`src/rtl/ball_grid_scanner.sv`:
```
// Row-multiplexed scanner for the 8x5 ball-sensor grid: captures one image per
// frame and reduces it to a bounding-box midpoint with a miss-frame hold-off.
module ball_grid_scanner #(
  parameter int SETTLE_TICKS = 4,
  parameter int MISS_FRAMES  = 3
) (
  input  logic       clk,
  input  logic       rst_n,
  input  logic       clk_en,
  input  logic [4:0] col_in,
  output logic [2:0] row_sel,
  output logic       row_en,
  output logic       ball_detected,
  output logic [3:0] x_pos_calc,
  output logic [3:0] y_pos_calc,
  output logic       frame_valid
);

  typedef enum logic [1:0] {RESET_WAIT, SCAN, COMPUTE} state_t;

  localparam logic [3:0] T_LAST   = 4'(SETTLE_TICKS - 1);
  localparam logic [2:0] MISS_LIM = 3'(MISS_FRAMES);

  state_t          state;
  logic [2:0]      r;
  logic [3:0]      t;
  logic [7:0][4:0] img;
  logic [2:0]      m;
  logic [4:0]      col_p0;
  logic [4:0]      col_s;

  logic [7:0] row_hit;
  logic [4:0] col_hit;
  logic [2:0] rmin, rmax, cmin, cmax;
  logic [2:0] m_inc;

  function automatic logic [3:0] midpoint(input logic [2:0] lo, input logic [2:0] hi);
    logic [3:0] sum;
    sum = {1'b0, lo} + {1'b0, hi};
    return {1'b0, sum[3:1]};
  endfunction

  assign row_sel = r;
  assign m_inc   = (m == 3'd7) ? 3'd7 : m + 3'd1;

  // Stage p0/s: comparator synchroniser, runs every clk regardless of clk_en
  always_ff @(posedge clk or negedge rst_n) begin
    if (!rst_n) begin
      col_p0 <= '0;
      col_s  <= '0;
    end else begin
      col_p0 <= col_in;
      col_s  <= col_p0;
    end
  end

  always_comb begin
    row_hit = '0;
    col_hit = '0;
    rmin    = '0;
    rmax    = '0;
    cmin    = '0;
    cmax    = '0;
    for (int i = 0; i < 8; i++) begin
      row_hit[i] = |img[i];
      col_hit    = col_hit | img[i];
    end
    // Descending scans leave the lowest hit index; ascending ones the highest
    for (int i = 7; i >= 0; i--) if (row_hit[i]) rmin = 3'(i);
    for (int i = 0; i < 8; i++)  if (row_hit[i]) rmax = 3'(i);
    for (int j = 4; j >= 0; j--) if (col_hit[j]) cmin = 3'(j);
    for (int j = 0; j < 5; j++)  if (col_hit[j]) cmax = 3'(j);
  end

  // Scan/compute sequencer; frame_valid self-clears on every clk edge
  always_ff @(posedge clk or negedge rst_n) begin
    if (!rst_n) begin
      state         <= RESET_WAIT;
      r             <= '0;
      t             <= '0;
      img           <= '0;
      m             <= '0;
      row_en        <= 1'b0;
      ball_detected <= 1'b0;
      x_pos_calc    <= '0;
      y_pos_calc    <= '0;
      frame_valid   <= 1'b0;
    end else begin
      frame_valid <= 1'b0;
      if (clk_en) begin
        case (state)
          RESET_WAIT: begin
            row_en <= 1'b1;
            r      <= '0;
            t      <= '0;
            img    <= '0;
            state  <= SCAN;
          end
          SCAN: begin
            if (t < T_LAST) begin
              t <= t + 4'd1;
            end else begin
              t      <= '0;
              img[r] <= col_s;
              if (r != 3'd7) begin
                r <= r + 3'd1;
              end else begin
                row_en <= 1'b0;
                state  <= COMPUTE;
              end
            end
          end
          COMPUTE: begin
            frame_valid <= 1'b1;
            if (|row_hit) begin
              x_pos_calc    <= midpoint(rmin, rmax);
              y_pos_calc    <= midpoint(cmin, cmax);
              ball_detected <= 1'b1;
              m             <= '0;
            end else begin
              m <= m_inc;
              if (m_inc >= MISS_LIM) ball_detected <= 1'b0;
            end
            r      <= '0;
            row_en <= 1'b1;
            img    <= '0;
            state  <= SCAN;
          end
          default: state <= RESET_WAIT;
        endcase
      end
    end
  end

endmodule
```
`config.mk`:
```
export PLATFORM = sky130hd
export DESIGN_NAME = ball_grid_scanner
export DESIGN_NICKNAME = d
export VERILOG_FILES = /design/src/rtl/ball_grid_scanner.sv
export SDC_FILE = /design/constraint.sdc
export NUM_CORES = 1
export LEC_CHECK = 0
export ABC_CLOCK_PERIOD_IN_PS = 2600
export BUFFER_PORTS_ARGS = -buffer_cell sky130_fd_sc_hd__buf_2
export CAP_MARGIN = 0
export CORE_MARGIN = 2
export CORE_UTILIZATION = 56
export CTS_BUF_LIST = sky130_fd_sc_hd__clkbuf_2 sky130_fd_sc_hd__clkbuf_4 sky130_fd_sc_hd__clkbuf_8
export DETAILED_ROUTE_END_ITERATION = 10
export PLACE_DENSITY_LB_ADDON = 0.05
export SYNTH_ARGS = -nofsm -noshare
export SYNTH_HDL_FRONTEND = slang
export SYNTH_SLANG_ARGS = --single-unit
```
`constraint.sdc`:
```
create_clock -name clk -period 2.6 [get_ports clk]
set_input_delay 0.39 -clock clk [delete_from_list [all_inputs] [get_ports clk]]
set_output_delay 0.39 -clock clk [all_outputs]
set_load 0.005 [all_outputs]
```
After elaboration in Yosys (flattened, before gate mapping)
Cells that the tools add are included.
{"block": "totals", "regBits": 71, "input_bits": 8, "output_inout_bits": 14, "wordCells": 111}
{"block": "op_classes", "n_addsub": 5, "order_cmp": 4, "n_eq_ne": 7, "mux": 46, "bitwise": 7, "n_reduce_logical": 23}
{"op": "one-hot mux 40 bit (2 select lines)", "count": 1}
{"op": "two-way mux 3 bit", "count": 26}
{"op": "bitwise mux 40 bit", "count": 1}
{"op": "two-way mux 40 bit", "count": 1}
{"op": "OR reduction 40 bit", "count": 1}
{"op": "OR reduction 5 bit", "count": 8}
{"op": "bitwise OR 5 bit", "count": 7}
{"op": "demux 5 bit (select 3 bit)", "count": 1}
{"op": "AND reduction 3 bit", "count": 4}
{"op": "adder 3 x 3 -> 4 bit", "count": 2}
{"op": "two-way mux 1 bit", "count": 8}
{"op": "one-hot mux 4 bit (2 select lines)", "count": 1}
{"op": "AND reduction 4 bit", "count": 2}
{"op": "adder 3 x 1 -> 3 bit, second input constant", "count": 2}
{"op": "!= test 2 bit, second input constant", "count": 3}
{"op": "one-hot mux 3 bit (2 select lines)", "count": 1}
{"op": "nonzero test 2 bit", "count": 3}
{"op": "two-way mux 5 bit", "count": 1}
{"op": "adder 4 x 1 -> 4 bit, second input constant", "count": 1}
{"op": "less-than comparator 3 x 4 -> 1 bit, second input constant", "count": 1}
{"op": "less-than comparator 4 x 2 -> 1 bit, second input constant", "count": 1}
{"op": "two-way mux 2 bit", "count": 2}
{"op": "two-way mux 4 bit", "count": 1}
{"op": "one-hot mux 2 bit (2 select lines)", "count": 1}
{"op": "other kinds (11)", "count": 12}

Depth between registers and ports, before layout
Gate-level depths: netlist of run 1.
{"block": "depth", "word_depth": 13, "ltp_mapped": 9, "ltp_nobuf": 9}

Worst setup path before layout of run 1
No wires, ideal clock.
{"block": "synth_timing", "path_kind": "register to register", "startpoint": "register img[13] (netlist bit)", "endpoint": "register x_pos_calc[1]", "setup_ns": 0.083, "arrival_time_ns": 2.288, "required_ns": 2.517, "slack_ns": 0.229, "path_stages_with_launch": 9, "path_buffers": 0, "period_less_slack_ns": 2.371, "path_cell_list": "dfrtp_1 > or4_4 > or2_1 > maj3_2 > nor3_2 > o21ai_0 > fa_1 > xor2_1 > o21ai_0"}
{"block": "synth_between", "elab_chain_cells": 8, "elab_cells_between_ends": 13, "classes_between": "add/sub: 1; mux: 9; reduce/logical: 3"}
{"element": "start: declaration", "line_no": "27", "source": "logic [7:0][4:0] img;"}
{"element": "start signal: indexed assignment", "line_no": "104", "source": "img[r] <= col_s;"}
{"element": "OR reduction 5 bit", "line_no": "65", "source": "row_hit[i] = |img[i];"}
{"element": "two-way mux 3 bit (6 in a row)", "line_no": "70", "source": "for (int i = 0; i < 8; i++) if (row_hit[i]) rmax = 3'(i);"}
{"element": "adder 3 x 3 -> 4 bit", "line_no": "39", "source": "sum = {1'b0, lo} + {1'b0, hi};"}
{"element": "end signal: assignment", "line_no": "116", "source": "x_pos_calc <= midpoint(rmin, rmax);"}
{"element": "end: declaration", "line_no": "14", "source": "output logic [3:0] x_pos_calc,"}
Parallel ways exist; a longest one is shown, timed or not.
A chain may end at the register's enable or synchronous reset.

Worst setup path after layout of run 1
Ends and elaborated chain as after synthesis.

==> results of run 1 <==
final cells by class:
class	instances	area [um2]
multi-input combinational	243	1370
clock inverter	6	91.3
tap	72	90.1
inverter	4	15.0
timing repair buffer	22	130
sequential	71	1780
clock buffer	10	138
fill	452	1900
worst max path at each step:
stage                     slack [ns]     from             to
after floorplan                 0.23  img[13]  x_pos_calc[1]
after global placement          0.17  img[13]  x_pos_calc[1]
after detailed placement        0.12  img[23]  x_pos_calc[1]
after CTS                       0.09  img[23]  x_pos_calc[1]
after global routing           0.004   img[8]  x_pos_calc[0]
final                           0.13  img[13]  x_pos_calc[1]
state kept, by name (all words and copies together) (netlist names), 2 cells and up:
name and count:
img 40, col_p0 5, col_s 5, t 4, m 3, row_sel 3
x_pos_calc 3, y_pos_calc 3, state 2
where the power goes:
group	internal [W]	leakage, nW	switching (W)
clock	0.000573	0.117	0.000426
sequential	0.00135	0.936	0.000248
combinational	0.000722	0.702	0.00100
total	0.00264	1.76	0.00168
logic make-up (layout without fill, tap and decap cells):
| family | Yosys count | in the layout | synth area share |
|---|---|---|---|
| other | 1 | 2 | 0.00118 |
| and+or+nand+nor | 153 | 153 | 0.235 |
| muxes | 1 | 1 | 0.00472 |
| AOI/OAI and AO/OA | 73 | 73 | 0.129 |
| xor gates and xnor gates | 2 | 2 | 0.00551 |
| buffers and inverters | 11 | 42 | 0.0154 |
| DFF | 71 | 71 | 0.559 |
| adders and majority gates | 12 | 12 | 0.0508 |
per-layer routing:
| metal | global-route usage | vias to the layer above |
|---|---|---|
| met5 | 0 | - |
| met4 | 0.0983 | 0 |
| met3 | 0.0375 | 6 |
| met2 | 0.419 | 47 |
| met1 | 0.303 | 1163 |
| li1 | - | 1185 |
through the flow:
step / util / total power (W) / instance area (um2) / cells / worst slack, ns
detailed placement: 0.612 / 0.00332 / 3370 / 412 / 0.119
global placement: 0.612 / 0.00325 / 3370 / 412 / 0.166
global route: 0.655 / 0.00469 / 3610 / 428 / 0.00418
finish: 0.655 / 0.00432 / 3610 / 428 / 0.129
CTS: 0.653 / 0.00432 / 3600 / 428 / 0.0944
floorplan: - / 0.00286 / 3180 / 325 / 0.229
cells in the final DEF (no fill, tap or decap), types with 2 or more instances in the layout:
| master | count |
|---|---|
| nor4_1 | 6 |
| a21oi_1 | 6 |
| o31ai_1 | 2 |
| buf_2 | 19 |
| or3b_2 | 2 |
| or4_1 | 8 |
| dfrtp_1 | 71 |
| conb_1 | 2 |
| o21ai_0 | 52 |
| nand2_1 | 85 |
| inv_1 | 4 |
| nand3_1 | 6 |
| ha_1 | 8 |
| a31oi_1 | 2 |
| nor2_2 | 2 |
| nor2b_1 | 3 |
| or3_1 | 2 |
| nor2_1 | 20 |
| buf_4 | 2 |
| inv_6 | 2 |
| a32o_1 | 2 |
| nor3_1 | 3 |
| bufinv_16 | 2 |
| nand3b_1 | 3 |
| clkbuf_8 | 10 |
| o21ai_1 | 2 |
| fa_1 | 2 |
| or4_4 | 2 |
worst register-to-register path, stage by stage, from the launching register on:
cell and delay, ns:
dfrtp_1 0.39, or4_4 0.55, or2_1 0.24, maj3_2 0.30, nor3_2 0.14, o21ai_0 0.13
fa_1 0.40, xor2_1 0.14, o21ai_1 0.07
repair_timing:
action,CTS,global route
buffers inserted,0,0
endpoints found under the setup margin,0,2
gates resized for setup,0,3
==> run_results.csv, run 1 <==
group,metric,value,unit
status,outcome,"completed",
synth,synth_area,3180,um2
drt,wl_met1,2930,um
worst_setup_path,rr_startpoint,"img[13]",
clocking,clock-sinks,71,
power,cellPowerDensity,1200,nW/um2
drt,vias_per_cell,5.61,
sta,hold_viol,0,
clocking,clockBufferDepth,2,
power,ir_drop,0.824,mV
min_path,worstHoldPathType,"input pin to asynchronous set/reset pin",
synth,seq_area_frac_synth,0.559,
layout,layout-drive-gt1-share,0.154,
drt,top_layer,"met4",
synth,synth_largest_area_cell,"dfrtp_1",
layout,n_antenna_cell,0,
global_routing,grt.overflow.total,0,
drt,avgRoutedWirePerCell,15.5,um
synth,ys_ff_latch,71,
sta,fmax,405,MHz
die,start_util,0.577,
die,die_area,6290,um2
place,dpl.hpwl,4720,um
drt,drt_iter0_markers,113,
worst_setup_path,critPathMaxStageDelay,0.55,ns
clocking,cts-buffers-inserted,9,
global_routing,grt_max_degree,50,
synth,synth_top_cells_by_count,"nand2_1 (85), dfrtp_1 (71), o21ai_0 (53)",
synth,postSynth.asyncResetShare,1.00,
die,die_h,79.3,um
layout,area_delta_synth_final,13.5,%
worst_setup_path,worst-setup-path-type,"flop to flop",
drt,drt-total-wl,6620,um
sta,whs,0.0259,ns
synth,synth_cell_types,48,
worst_setup_path,crit_path_start_kind,"flop",
global_routing,grt_use_total,0.241,
global_routing,grt_pass1_vias,2409,
die,placementRows,27,
power,leakagePower,1.76,nW
sta,setup_viol,0,
layout,fin_nets,369,
clocking,clock_latency,0.34,ns
die,io_pins,22,
clocking,cts_tree,"built",
sta,rsz0062_at_grt,"false",
synth,synth_top_area_share,0.559,
synth,synth_most_common_cell,"nand2_1",
place,port_buffers,19,
clocking,clkTransAtPathRegs,0.08,ns
die,die_w,79.3,um
worst_setup_path,worstPathMaxFanout,3,
worst_setup_path,arrival,2.69,ns
synth,synth-edff-count,0,
worst_setup_path,end_kind,"flop",
worst_setup_path,cp.depth,8,
worst_setup_path,r2r_cells,8,
sta,tns,0,ns
clocking,cts.hold.buffers_added,0,
drt,dr.pass1.iters,4,
worst_setup_path,timing.rr.end,"x_pos_calc[1]",
clocking,clockRootBuffer,"clkbuf_8",
drt,wl_met3,223,um
synth,syn_avg_cell_area,9.81,um2
drt,ant_nets,0,
global_routing,antenna_found_initial,0,
sta,tightest_slew,0.531,ns
worst_setup_path,path_delay_family,"simple AND/OR/NAND/NOR gates",
worst_setup_path,slowest_stage,"or4_4",
synth,synth_cells,324,
die,core_area,5510,um2
sta,finalMaxSlewViolations,0,
worst_setup_path,worst-r2r-setup-slack,0.13,ns
sta,finalClockSkew,0.00697,ns
clocking,h-tree-depth,3,
drt,wl_met2,3380,um
synth,yosys_warnings,0,
place,gp_congestion,0.902,
worst_setup_path,path_buf_inv,0,
worst_setup_path,required,2.82,ns
drt,drc_errors,0,
flow_run,maxCapViolCount,0,
synth,synth.area.top_cells,"dfrtp_1 (56%), nand2_1 (10%), o21ai_0 (8.3%), ha_1 (3.1%), nor2_1 (2.5%)",
sta,finalCriticalPeriod,2.47,ns
worst_setup_path,worstPathCellList,"or4_4 -> or2_1 -> maj3_2 -> nor3_2 -> o21ai_0 -> fa_1 -> xor2_1 -> o21ai_1",
sta,min_period_over_period,0.950,
sta,relSlewSlack,0.643,
synth,synthFlopType,"dfrtp_1",
drt,vias,2401,
global_routing,grt_pass1_wl,11400,um
(Power assumes the default switching activity.)
==> inputs of run 2 (changes only) <==
BUFFER_PORTS_ARGS = -buffer_cell sky130_fd_sc_hd__buf_4   (was -buffer_cell sky130_fd_sc_hd__buf_2)
==> run 2 against run 1 <==
  * Clock-buffer cell count is the same
  * Via count shrank 0.37%
  * Worst hold slack gained 0.12 ns
  * Clock skew is essentially flat
  * Clock power shrank 9.3%
  * Fmax shrank 0.47%
  * Non-clock buffer count shrank 1
  * Highest routed layer unchanged
==> run_results.csv, run 2 (same netlist as run 1, synthesis figures left out) <==
group,metric,value,unit
status,outcome,"completed",
global_routing,grt_max_degree,72,
clocking,cts-buffers-inserted,9,
drt,drt-total-wl,6660,um
global_routing,grt_pass1_wl,11300,um
drt,dr.pass1.iters,4,
drt,vias,2392,
flow_run,maxCapViolCount,0,
die,die_h,79.3,um
min_path,hp-start,"col_in[1]",
worst_setup_path,crit_top_cell,"o21ai_1",
die,die_w,79.3,um
layout,fin_area,3610,um2
power,cellPowerDensity,1180,nW/um2
worst_setup_path,worst-setup-path-type,"flop to flop",
place,gp_congestion,0.914,
global_routing,antenna_found_initial,0,
drt,drt_iter0_markers,181,
clocking,clkTransAtPathRegs,0.08,ns
layout,fin_nets,368,
worst_setup_path,end_kind,"flop",
layout,largest_reg_flops,40,
layout,layout_commonest_cell,"nand2_1",
place,postPlaceCellArea,3400,um2
worst_setup_path,worstPathCellList,"or4_4 -> or2_1 -> maj3_2 -> nor3_2 -> o21ai_1 -> fa_1 -> xor2_1 -> o21ai_1",
sta,relSlewSlack,0.413,
drt,ant_nets,0,
worst_setup_path,crit_path_start_kind,"flop",
die,start_util,0.577,
clocking,clock_latency,0.34,ns
sta,finalCriticalPeriod,2.48,ns
clocking,cts.hold.buffers_added,0,
min_path,worstHoldPathType,"input pin to flop",
worst_setup_path,critPathMaxStageDelay,0.55,ns
layout,top_regs,"img x40, col_p0 x5, col_s x5",
die,placementRows,27,
layout,layout-drive-gt1-share,0.152,
drt,avgRoutedWirePerCell,15.6,um
sta,tns,0,ns
sta,min_period_over_period,0.955,
clocking,h-tree-depth,3,
drt,vias_per_cell,5.60,
worst_setup_path,rr_startpoint,"img[13]",
clocking,postCtsSetupBuffers,0,
worst_setup_path,slowest_stage,"or4_4",
worst_setup_path,r2r_cells,8,
die,die_area,6290,um2
global_routing,grt_use_total,0.240,
place,dp_cells,411,
sta,rsz0062_at_grt,"false",
sta,hold_viol,0,
drt,drc_errors,0,
sta,fmax,403,MHz
clocking,clock-sinks,71,
power,ir_drop,0.780,mV
place,port_buffers,19,
layout,instances_no_fill,427,
clocking,clockBufferDepth,2,
worst_setup_path,worstPathMaxFanout,3,
min_path,min_path_cells,1,
global_routing,grt_pass1_vias,2422,
place,dpl.hpwl,4700,um
sta,tightest_slew,0.881,ns
layout,regMostFlops,"img",
sta,setup_viol,0,
sta,finalMaxSlewViolations,0,
clocking,cts_tree,"built",
worst_setup_path,worst-r2r-setup-slack,0.12,ns
worst_setup_path,arrival,2.69,ns
min_path,whs_endpoint,"col_p0[1]",
worst_setup_path,timing.rr.end,"x_pos_calc[1]",
layout,n_antenna_cell,0,
sta,finalClockSkew,0.00681,ns
die,core_area,5510,um2
clocking,clockRootBuffer,"clkbuf_8",
global_routing,grt.overflow.total,0,
layout,area_delta_synth_final,13.6,%
die,io_pins,22,
power,leakagePower,1.73,nW
layout,post-route-util,0.656,
worst_setup_path,required,2.81,ns
layout,layout_common_cells,"nand2_1 (85), dfrtp_1 (71), o21ai_0 (51)",
-- run 2: critical path: cells and delay by family (launching register included) --
family	cells	cell delay, ns
AOI/OAI and AO/OA	2	0.19
xor gates and xnor gates	1	0.15
adders and majority gates	2	0.69
DFF	1	0.39
and+or+nand+nor	3	0.94
-- run 2: per-layer routing --
layer	share of wire	track usage
met1	0.44	0.311
met5	0	0
met3	0.054	0.0386
met4	0.021	0.124
met2	0.48	0.392
-- run 2: power breakdown --
group	switching (W)	total [W]	internal [W]
combinational	0.00101	0.00174	0.000730
clock	0.000432	0.000906	0.000474
sequential	0.000253	0.00160	0.00135
-- run 2: repair_timing --
item	in CTS	in global routing
pin swaps	0	0
resized for setup	1	3
endpoints found under the setup margin	1	2
-- run 2: final cells by class --
type / instances / area [um2]
clock buffer: 10 / 138
clock inverter: 6 / 67.6
fill: 467 / 1900
inverter: 4 / 15.0
multi-input combinational: 243 / 1370
sequential: 71 / 1780
tap: 72 / 90.1
timing repair buffer: 21 / 158
-- run 2: worst max path at each step --
| stage | start | endpoint |
|---|---|---|
| after floorplan | img[13] | x_pos_calc[1] |
| after global placement | img[13] | x_pos_calc[1] |
| after detailed placement | img[23] | x_pos_calc[1] |
| after CTS | img[23] | x_pos_calc[1] |
| after global routing | img[11] | x_pos_calc[1] |
| final | img[13] | x_pos_calc[1] |
-- run 2: stage by stage --
step	hold WS, ns	total power [W]	setup WS (ns)
after detailed placement	0.335	0.00333	0.0109
after global routing	0.130	0.00461	0.00806
after floorplan	0.0944	0.00286	0.229
after CTS	0.134	0.00424	0.0514
after global placement	0.333	0.00327	0.163
final	0.147	0.00424	0.118
==> inputs of run 3 (changes only) <==
PLACE_DENSITY = 0.8   (was not set)
PLACE_DENSITY_LB_ADDON = not set   (was 0.05)
==> run 3 against run 2 <==
  * Non-clock buffer count is 1 lower
  * Clock-buffer cell count is 1 lower
  * Sequential cell count stayed put
  * Die area stayed put
  * Wire length is 0.75% lower
  * Global-route usage is 0.099 points lower
  * Utilization is 0.11 points lower
  * Power is 0.18% lower
  * Worst hold slack worse by 0.0096 ns
  * Largest power group unchanged
==> run_results.csv, run 3 (same netlist as run 1, synthesis figures left out) <==
group,metric,value,unit
die,die_w,79.3,um
layout,area_delta_synth_final,13.4,%
power,ir_drop,0.683,mV
sta,finalCriticalPeriod,2.46,ns
drt,drt-total-wl,6610,um
layout,top_regs,"img x40, col_p0 x5, col_s x5",
drt,dr.pass1.iters,4,
power,leakagePower,1.73,nW
global_routing,grt_pass1_vias,2427,
global_routing,busiest_layer,"met2",
global_routing,antenna_found_initial,0,
clocking,cts.hold.buffers_added,0,
status,outcome,"completed",
place,dpl.hpwl,4610,um
worst_setup_path,crit_path_start_kind,"flop",
clocking,cts_tree,"built",
worst_setup_path,end_kind,"flop",
worst_setup_path,path_buf_inv,0,
global_routing,grt_max_degree,72,
sta,min_period_over_period,0.947,
flow_run,maxCapViolCount,0,
die,die_area,6290,um2
clocking,clockRootBuffer,"clkbuf_8",
sta,tns,0,ns
worst_setup_path,worst-setup-path-type,"flop to flop",
die,placementRows,27,
power,cellPowerDensity,1180,nW/um2
layout,n_antenna_cell,0,
die,core_area,5510,um2
layout,layout-drive-gt1-share,0.150,
worst_setup_path,worstPathMaxFanout,3,
worst_setup_path,arrival,2.74,ns
layout,post-route-util,0.654,
drt,avgRoutedWirePerCell,15.5,um
sta,finalMaxSlewViolations,0,
sta,finalClockSkew,0.00827,ns
global_routing,met2_usage,0.389,
drt,drt_iter0_markers,118,
worst_setup_path,worstPathCellList,"or4_4 -> or2_1 -> maj3_2 -> nor3_2 -> o21ai_1 -> fa_1 -> xor2_1 -> o21ai_0",
die,die_h,79.3,um
layout,layout_commonest_cell,"nand2_1",
sta,setup_viol,0,
clocking,clock_latency,0.35,ns
worst_setup_path,path_delay_family,"simple AND/OR/NAND/NOR gates",
sta,tightest_slew,0.864,ns
layout,n_fill_cell,460,
layout,largest_reg_flops,40,
die,start_util,0.577,
worst_setup_path,required,2.88,ns
worst_setup_path,critPathMaxStageDelay,0.55,ns
global_routing,use_met1,0.303,
layout,regMostFlops,"img",
clocking,cts-buffers-inserted,9,
sta,relSlewSlack,0.424,
global_routing,grt_use_total,0.239,
min_path,worstHoldPathType,"input pin to asynchronous set/reset pin",
drt,drc_errors,0,
layout,layout_common_cells,"nand2_1 (85), dfrtp_1 (71), o21ai_0 (52)",
place,port_buffers,19,
sta,rsz0062_at_grt,"false",
clocking,clockBufferDepth,2,
global_routing,grt_pass1_wl,11500,um
die,io_pins,22,
drt,ant_nets,0,
sta,fmax,406,MHz
clocking,clkTransAtPathRegs,0.08,ns
global_routing,grt.overflow.total,0,
clocking,h-tree-depth,3,
layout,fin_nets,367,
sta,hold_viol,0,
place,gp_congestion,0.920,
drt,vias,2465,
global_routing,use_met3,0.0659,
worst_setup_path,slowest_stage,"or4_4",
clocking,clock-sinks,71,
drt,vias_per_cell,5.79,
## run 3: cell count changes in the layout (fill, tap and decap cells not counted), sizes merged
cell	previous run	this run
buf	21	20
clkbuf	10	9
clkinv	1	3
inv	6	5
## run 3: final cells by class
cell class                 count  area (um2)  share of cell area
timing repair buffer          20         150              0.0417
sequential                    71        1780               0.493
inverter                       4        15.0             0.00417
clock inverter                 7        82.6              0.0229
clock buffer                   9         124              0.0344
multi-input combinational    243        1370               0.379
tap                           72        90.1              0.0250
## run 3: metrics by stage
stage	std cells	setup slack, ns	hold WS [ns]	instance area [um2]	power [W]
5_1_grt	426	0.00871	0.120	3600	0.00460
4_1_cts	426	0.0532	0.129	3590	0.00423
6_report	426	0.138	0.138	3600	0.00423
3_3_place_gp	410	0.176	0.333	3390	0.00324
2_1_floorplan	325	0.229	0.0944	3180	0.00286
3_5_place_dp	410	0.0632	0.343	3390	0.00332
## run 3: routing by layer
metal / vias up / routed length, um
met3: 11 / 350
met5: - / 0
li1: 1184 / -
met1: 1200 / 2920
met4: 0 / 108
met2: 70 / 3230
## run 3: power breakdown
| group | total, W | switching, W | internal [W] |
|---|---|---|---|
| combinational | 0.00173 | 0.00100 | 0.000732 |
| clock | 0.000902 | 0.000449 | 0.000454 |
| sequential | 0.00160 | 0.000255 | 0.00135 |
| total | 0.00423 | 0.00170 | 0.00253 |
## run 3: worst paths after layout
path,startpoint,endpoint,slack [ns],cells past startpoint
min,rst_n,img[12],0.14,1
min in group clk,col_in[1],col_p0[1],0.14,1
min reg2reg,col_p0[4],col_s[4],0.35,0
max,img[13],x_pos_calc[1],0.14,8
max reg2reg,img[13],x_pos_calc[1],0.14,8
max in group asynchronous,rst_n,y_pos_calc[0],1.88,1
## run 3: worst reg2reg max path, stage by stage, from the launching register on
cell and delay [ns]:
dfrtp_1 0.40, or4_4 0.55, or2_1 0.24, maj3_2 0.30
nor3_2 0.14, o21ai_1 0.10, fa_1 0.39, xor2_1 0.15
o21ai_0 0.13
## run 3: what timing repair did
item,CTS,global route
buffers inserted,0,0
hold endpoints to repair,0,0
setup endpoints to repair,0,2
gates resized for setup,0,3
